## src/rtl/isa_pkg.sv

```systemverilog
// Shared ISA definitions for the pipeline front end.
//   - instruction word field positions (opcode / src / dst)
//   - NOP opcode used for pipeline bubbles
//   - two-word instruction predicate (opcode[5:4] == 2'b11)
//   - fetch FSM state encoding
//   - default address / word widths
package isa_pkg;

   localparam int unsigned DEF_PC_W = 16;
   localparam int unsigned DEF_W    = 16;

   localparam int unsigned OPC_HI = 15;
   localparam int unsigned OPC_LO = 10;
   localparam int unsigned SRC_HI = 9;
   localparam int unsigned SRC_LO = 7;
   localparam int unsigned DST_HI = 6;
   localparam int unsigned DST_LO = 4;

   localparam logic [5:0] NOP_OPCODE = 6'b00_0000;

   typedef enum logic {
      ST_OP  = 1'b0,
      ST_IMM = 1'b1
   } fetch_state_e;

   function automatic logic is_two_word(input logic [5:0] opcode);
      return (opcode[5:4] == 2'b11);
   endfunction

endpackage

```

## src/rtl/if_id_reg.sv

```systemverilog
// IF/ID pipeline register.
// Ports:
//   clk, rst        clock, asynchronous active-high reset (clears to bubble)
//   en              load enable (deasserted by a stall)
//   clr             synchronous clear-to-bubble; overrides en
//   d_*             next instruction fields from fetch
//   q_*             registered fields driving decode
module if_id_reg
   import isa_pkg::*;
#(
   parameter int unsigned PC_W = DEF_PC_W,
   parameter int unsigned W    = DEF_W
) (
   input  logic            clk,
   input  logic            rst,
   input  logic            en,
   input  logic            clr,
   input  logic            d_valid,
   input  logic [5:0]      d_opcode,
   input  logic [2:0]      d_src,
   input  logic [2:0]      d_dst,
   input  logic [W-1:0]    d_imm,
   input  logic [PC_W-1:0] d_pc_next,
   output logic            q_valid,
   output logic [5:0]      q_opcode,
   output logic [2:0]      q_src,
   output logic [2:0]      q_dst,
   output logic [W-1:0]    q_imm,
   output logic [PC_W-1:0] q_pc_next
);

   logic            valid_q,   valid_d;
   logic [5:0]      opcode_q,  opcode_d;
   logic [2:0]      src_q,     src_d;
   logic [2:0]      dst_q,     dst_d;
   logic [W-1:0]    imm_q,     imm_d;
   logic [PC_W-1:0] pc_next_q, pc_next_d;

   always_comb begin
      valid_d   = valid_q;
      opcode_d  = opcode_q;
      src_d     = src_q;
      dst_d     = dst_q;
      imm_d     = imm_q;
      pc_next_d = pc_next_q;
      if (clr) begin
         valid_d   = 1'b0;
         opcode_d  = NOP_OPCODE;
         src_d     = '0;
         dst_d     = '0;
         imm_d     = '0;
         pc_next_d = '0;
      end else if (en) begin
         valid_d   = d_valid;
         opcode_d  = d_opcode;
         src_d     = d_src;
         dst_d     = d_dst;
         imm_d     = d_imm;
         pc_next_d = d_pc_next;
      end
   end

   always_ff @(posedge clk or posedge rst) begin
      if (rst) begin
         valid_q   <= 1'b0;
         opcode_q  <= NOP_OPCODE;
         src_q     <= '0;
         dst_q     <= '0;
         imm_q     <= '0;
         pc_next_q <= '0;
      end else begin
         valid_q   <= valid_d;
         opcode_q  <= opcode_d;
         src_q     <= src_d;
         dst_q     <= dst_d;
         imm_q     <= imm_d;
         pc_next_q <= pc_next_d;
      end
   end

   always_comb begin
      q_valid   = valid_q;
      q_opcode  = opcode_q;
      q_src     = src_q;
      q_dst     = dst_q;
      q_imm     = imm_q;
      q_pc_next = pc_next_q;
   end

endmodule

```

## src/rtl/fetch_stage.sv

```systemverilog
// Instruction-fetch stage: owns the PC, reads 16-bit words from instruction
// memory, assembles one- and two-word instructions and feeds IF/ID.
// Ports:
//   clk, rst              clock, asynchronous active-high reset
//   imem_addr / imem_data instruction memory address (= PC) and same-cycle data
//   stall                 hold PC, FSM, holding regs and IF/ID
//   flush                 bubble into IF/ID, PC still advances
//   br_taken / br_target  redirect PC (implies flush)
//   id_*                  IF/ID register outputs to decode
module fetch_stage
   import isa_pkg::*;
#(
   parameter int unsigned     PC_W     = DEF_PC_W,
   parameter int unsigned     W        = DEF_W,
   parameter logic [PC_W-1:0] RESET_PC = '0
) (
   input  logic            clk,
   input  logic            rst,
   output logic [PC_W-1:0] imem_addr,
   input  logic [W-1:0]    imem_data,
   input  logic            stall,
   input  logic            flush,
   input  logic            br_taken,
   input  logic [PC_W-1:0] br_target,
   output logic            id_valid,
   output logic [5:0]      id_opcode,
   output logic [2:0]      id_src,
   output logic [2:0]      id_dst,
   output logic [W-1:0]    id_imm,
   output logic [PC_W-1:0] id_pc_next
);

   fetch_state_e    state_q, state_d;
   logic [PC_W-1:0] pc_q, pc_d, pc_inc;
   logic [5:0]      hold_opcode_q, hold_opcode_d;
   logic [2:0]      hold_src_q,    hold_src_d;
   logic [2:0]      hold_dst_q,    hold_dst_d;

   logic [5:0]      w_opcode;
   logic [2:0]      w_src;
   logic [2:0]      w_dst;

   logic            nxt_valid;
   logic [5:0]      nxt_opcode;
   logic [2:0]      nxt_src;
   logic [2:0]      nxt_dst;
   logic [W-1:0]    nxt_imm;
   logic [PC_W-1:0] nxt_pc_next;
   logic            kill;

   always_comb begin
      w_opcode = imem_data[OPC_HI:OPC_LO];
      w_src    = imem_data[SRC_HI:SRC_LO];
      w_dst    = imem_data[DST_HI:DST_LO];
      // Wraps modulo 2^PC_W by truncation.
      pc_inc   = pc_q + PC_W'(1);
      kill     = br_taken | flush;
      imem_addr = pc_q;
   end

   always_comb begin
      state_d       = state_q;
      pc_d          = pc_q;
      hold_opcode_d = hold_opcode_q;
      hold_src_d    = hold_src_q;
      hold_dst_d    = hold_dst_q;
      nxt_valid     = 1'b0;
      nxt_opcode    = NOP_OPCODE;
      nxt_src       = '0;
      nxt_dst       = '0;
      nxt_imm       = '0;
      nxt_pc_next   = '0;

      if (br_taken) begin
         pc_d    = br_target;
         state_d = ST_OP;
      end else if (flush) begin
         // The killed word is not re-fetched.
         pc_d    = pc_inc;
         state_d = ST_OP;
      end else if (!stall) begin
         pc_d = pc_inc;
         if (state_q == ST_IMM) begin
            nxt_valid   = 1'b1;
            nxt_opcode  = hold_opcode_q;
            nxt_src     = hold_src_q;
            nxt_dst     = hold_dst_q;
            nxt_imm     = imem_data;
            nxt_pc_next = pc_inc;
            state_d     = ST_OP;
         end else if (is_two_word(w_opcode)) begin
            // First half: park the fields, emit a bubble this cycle.
            hold_opcode_d = w_opcode;
            hold_src_d    = w_src;
            hold_dst_d    = w_dst;
            state_d       = ST_IMM;
         end else begin
            nxt_valid   = 1'b1;
            nxt_opcode  = w_opcode;
            nxt_src     = w_src;
            nxt_dst     = w_dst;
            nxt_pc_next = pc_inc;
         end
      end
   end

   always_ff @(posedge clk or posedge rst) begin
      if (rst) begin
         state_q       <= ST_OP;
         pc_q          <= RESET_PC;
         hold_opcode_q <= '0;
         hold_src_q    <= '0;
         hold_dst_q    <= '0;
      end else begin
         state_q       <= state_d;
         pc_q          <= pc_d;
         hold_opcode_q <= hold_opcode_d;
         hold_src_q    <= hold_src_d;
         hold_dst_q    <= hold_dst_d;
      end
   end

   // Clear beats enable, so a redirect or flush still bubbles IF/ID under stall.
   if_id_reg #(
      .PC_W (PC_W),
      .W    (W)
   ) u_if_id (
      .clk       (clk),
      .rst       (rst),
      .en        (!stall),
      .clr       (kill),
      .d_valid   (nxt_valid),
      .d_opcode  (nxt_opcode),
      .d_src     (nxt_src),
      .d_dst     (nxt_dst),
      .d_imm     (nxt_imm),
      .d_pc_next (nxt_pc_next),
      .q_valid   (id_valid),
      .q_opcode  (id_opcode),
      .q_src     (id_src),
      .q_dst     (id_dst),
      .q_imm     (id_imm),
      .q_pc_next (id_pc_next)
   );

endmodule

```

## config.mk

```make
export PLATFORM = sky130hd
export DESIGN_NAME = fetch_stage
export DESIGN_NICKNAME = d
export VERILOG_FILES = /design/src/rtl/isa_pkg.sv /design/src/rtl/if_id_reg.sv /design/src/rtl/fetch_stage.sv
export SDC_FILE = /design/constraint.sdc
export NUM_CORES = 1
export LEC_CHECK = 0
export ABC_CLOCK_PERIOD_IN_PS = 2400
export CORE_ASPECT_RATIO = 0.7
export CORE_MARGIN = 1.5
export CORE_UTILIZATION = 30
export DETAILED_ROUTE_END_ITERATION = 8
export GPL_TIMING_DRIVEN = 1
export HOLD_SLACK_MARGIN = 0.02
export PLACE_DENSITY = 0.61
export SLEW_MARGIN = 0
export SYNTH_ARGS = -nofsm -noshare
export SYNTH_HDL_FRONTEND = slang
export SYNTH_HIERARCHICAL = 1
export SYNTH_SLANG_ARGS = --single-unit
```

## constraint.sdc

```tcl
create_clock -name clk -period 2.4 [get_ports clk]
set_input_delay 0.72 -clock clk [delete_from_list [all_inputs] [get_ports clk]]
set_output_delay 0.72 -clock clk [all_outputs]
set_load 0.005 [all_outputs]
```

==> results.toml <==
[detailed_routing]
dr.pass1.iters = 4
ant_nets = 0
drc = 0
wirelength_met1_mm = 5.050
wire_per_inst_um = 15.80
top_layer = "met4"
met2WireLength_mm = 4.566
viasPerCell = 4.805
drtIter0Drc = 177
drt_wl_total_mm = 10.27
vias = 3123
wl_met3_um = 529

[setup_path]
rr_worst_depth = 4
startpoint_type = "input pin"
r2r-start = "imem_addr[0]"
timing.critical_path.fanout_max = 8
worst_ep_arrival_time_ps = 2400
r2r_end = "imem_addr[15]"
required_ps = 2610
crit_end = "hold_opcode_q[2]"
crit_type = "in2reg"
startpoint = "br_taken"
r2r_setup_slack_ps = 300
end_kind = "flop"

[sta]
setup_viol = 0
tightest_slew_ps = 618.4
period_minus_slack_ps = 2189
hold_viol_final = 0
rsz0062_at_grt = "false"
setup-tns-final_ps = 0
finalCritPeriodShare_pct = 91.22
setup_slack_ps = 210.7
fmaxAchievable_mhz = 456.8
finClkSkew_ps = 3.599
slew_headroom_pct = 58.43
drv_slew = 0

[synth]
ys_warn_count = 6
synth_edf_count = 0
yosysSeqAreaShare_pct = 48.52
synth_top_cell_by_area = "dfrtp_1"
postSynthAreaPerCell_um2 = 10.23
ys_ff_latch = 74
synthTopCellsByArea = "dfrtp_1 49%, mux2i_1 13%, nor2_1 6.7%, xnor2_1 3.9%, mux2_2 3.0%"
syn-num-nets = 411
synth.cell_area_um2 = 3816
synth-async-reset-ratio_pct = 100.0
yosysTopAreaCellShare_pct = 48.52
ys_types = 45
synthCells = 373
synth-main-ff-cell = "dfrtp_1"

[clock_network]
postCtsSetupBuffers = 0
clk_pin_slew_ps = 60
clock-sinks = 74
cts_resized = 0
cts_max_path_buffers = 2
cts_inserted_buffers = 9
cts_tree = "done"
cts_root_buf = "clkbuf_16"
cts_max_level = 3
worstSkewPairLatency_ps = 330
holdBufCountCts = 0

[floorplanning]
start_util_pct = 30.72
io_pins = 98
coreArea_um2 = 12420
dieWidth_um = 137.8
die_h_um = 97.37
dieArea_um2 = 13420
num_rows = 34

[grt]
grt_pass1_vias = 3076
grtUsageTotal_pct = 15.91
grt_max_degree = 36
antenna_found_initial = 0
grt_overflow_total = 0
grt_pass1_wl_mm = 16.30

[placed_design]
place_ws_ps = -105.7
portBuffers = 97
place.gp.congestion = 0.7974
dp_hpwl_mm = 7.528

[layout]
area_growth_pct = 41.15
multi_input_area_um2 = 1763
nFillCells = 1206
fin_nets = 521
drive_above_1_share_pct = 13.11
antenna_cells = 0
regArea_um2 = 1852

[min_path]
holdPathStages = 1
worstHoldPathType = "reg2reg"

[flow_run]
max_cap_violations = 0

[pwr]
cellPowerDensity_nw_per_um2 = 614.7
ir_worst_vdd_uv = 335.7
leakage_uw = 0.002345

[outcome]
outcome = "complete, no violations"
-- stage by stage --
step	area (um^2)	utilization (%)	power, uW	hold WS [ps]	instances
after floorplan	3816	-	1663	439.9	373
after global placement	5060	40.73	1875	454.0	634
after detailed placement	5060	40.73	1887	455.8	634
after CTS	5386	43.36	3365	470.6	650
after global routing	5386	43.36	3463	502.7	650
final	5386	43.36	3311	469.2	650
-- state kept, by name, summed over array words and instances, names as in the netlist --
signal and flops:
u_if_id/q_imm 16, u_if_id/q_src 3, u_if_id/q_dst 3, imem_addr 16, u_if_id/q_valid 1, hold_src_q 3, u_if_id/q_opcode 6, u_if_id/q_pc_next 16
hold_opcode_q 6, hold_dst_q 3, state_q 1
-- critical path, stage by stage --
cell and delay [ps]:
clkdlybuf4s50_1 470, or3_1 460, nor3_2 200, buf_4 200, mux2_2 350
-- area by class of cell --
| class | instances | area share, % |
|---|---|---|
| well taps | 162 | 3.763 |
| flip-flops and latches | 74 | 34.38 |
| clock inverters | 7 | 1.882 |
| clock buffers | 9 | 4.181 |
| inverters | 7 | 0.4878 |
| multi-input cells | 268 | 32.73 |
| repair buffers | 123 | 22.58 |
-- routing by layer --
layer  global-route usage, %  vias to the layer above
met1                   22.81                     1526
met2                   23.54                       81
met4                   4.808                        0
met5                       0                        -
li1                        -                     1508
met3                   4.017                        8
-- cell families (layout without fill, tap and decap cells) --
group                      after synthesis  after routing  share of synthesized area [%]
adders and majority gates                1              1                         0.3278
muxes                                   58             58                          15.54
buffers and inverters                   31            146                          5.279
xor gates and xnor gates                21             21                          4.820
AOI/OAI and AO/OA                       40             40                          6.492
and+or+nand+nor                        148            148                          19.02
DFF                                     74             74                          48.52
-- power breakdown --
part | switching, uW | internal, uW | total (uW)
combinational | 201 | 251 | 452
sequential | 82.0 | 1330 | 1410
clock | 533 | 916 | 1450
-- how the worst min path moves through the flow --
stage,from,end,slack (ps)
after global placement,hold_opcode_q[5],hold_opcode_q[5],450
after floorplan,hold_opcode_q[5],hold_opcode_q[5],440
after detailed placement,hold_opcode_q[5],hold_opcode_q[5],460
after CTS,hold_opcode_q[5],hold_opcode_q[5],470
after global routing,hold_opcode_q[5],hold_opcode_q[5],500
final,hold_opcode_q[5],hold_opcode_q[5],470
-- cells in the mapped netlist (all sizes together), types with 2 or more instances --
| cell type | number |
|---|---|
| dfrtp | 74 |
| nor2 | 68 |
| mux2i | 48 |
| nand2 | 19 |
| o21ai | 19 |
| xnor2 | 17 |
| and3 | 16 |
| buf | 14 |
| clkbuf | 10 |
| mux2 | 10 |
| or3 | 8 |
| a22o | 7 |
| inv | 7 |
| nor3 | 7 |
| a21oi | 6 |
| nor4 | 5 |
| or2 | 5 |
| nand3 | 4 |
| nand4 | 4 |
| xor2 | 4 |
| a31oi | 3 |
| nor3b | 3 |
| and2 | 2 |
| nand2b | 2 |
| or4 | 2 |
-- layout by cell type, fill, tap and decap left out, types with 2 or more instances in the layout --
master           instances
buf_4                   22
xnor2_1                 17
nor3_1                   6
bufinv_16                2
xor2_1                   4
or2_2                    5
nor3b_1                  3
nor4_1                   4
clkinvlp_4               2
and3_1                  16
inv_1                    5
mux2i_1                 48
nor2_1                  68
dfrtp_1                 74
clkdlybuf4s50_1         97
nand3_1                  4
buf_12                   4
clkinv_4                 2
nand2_1                 19
inv_2                    2
a22o_1                   7
mux2_2                  10
clkbuf_16                9
o21ai_0                 18
nand2b_1                 2
a31oi_1                  3
nand4_1                  3
a21oi_1                  6
or3_1                    8
No activity file was read; power rests on OpenSTA's default activity.
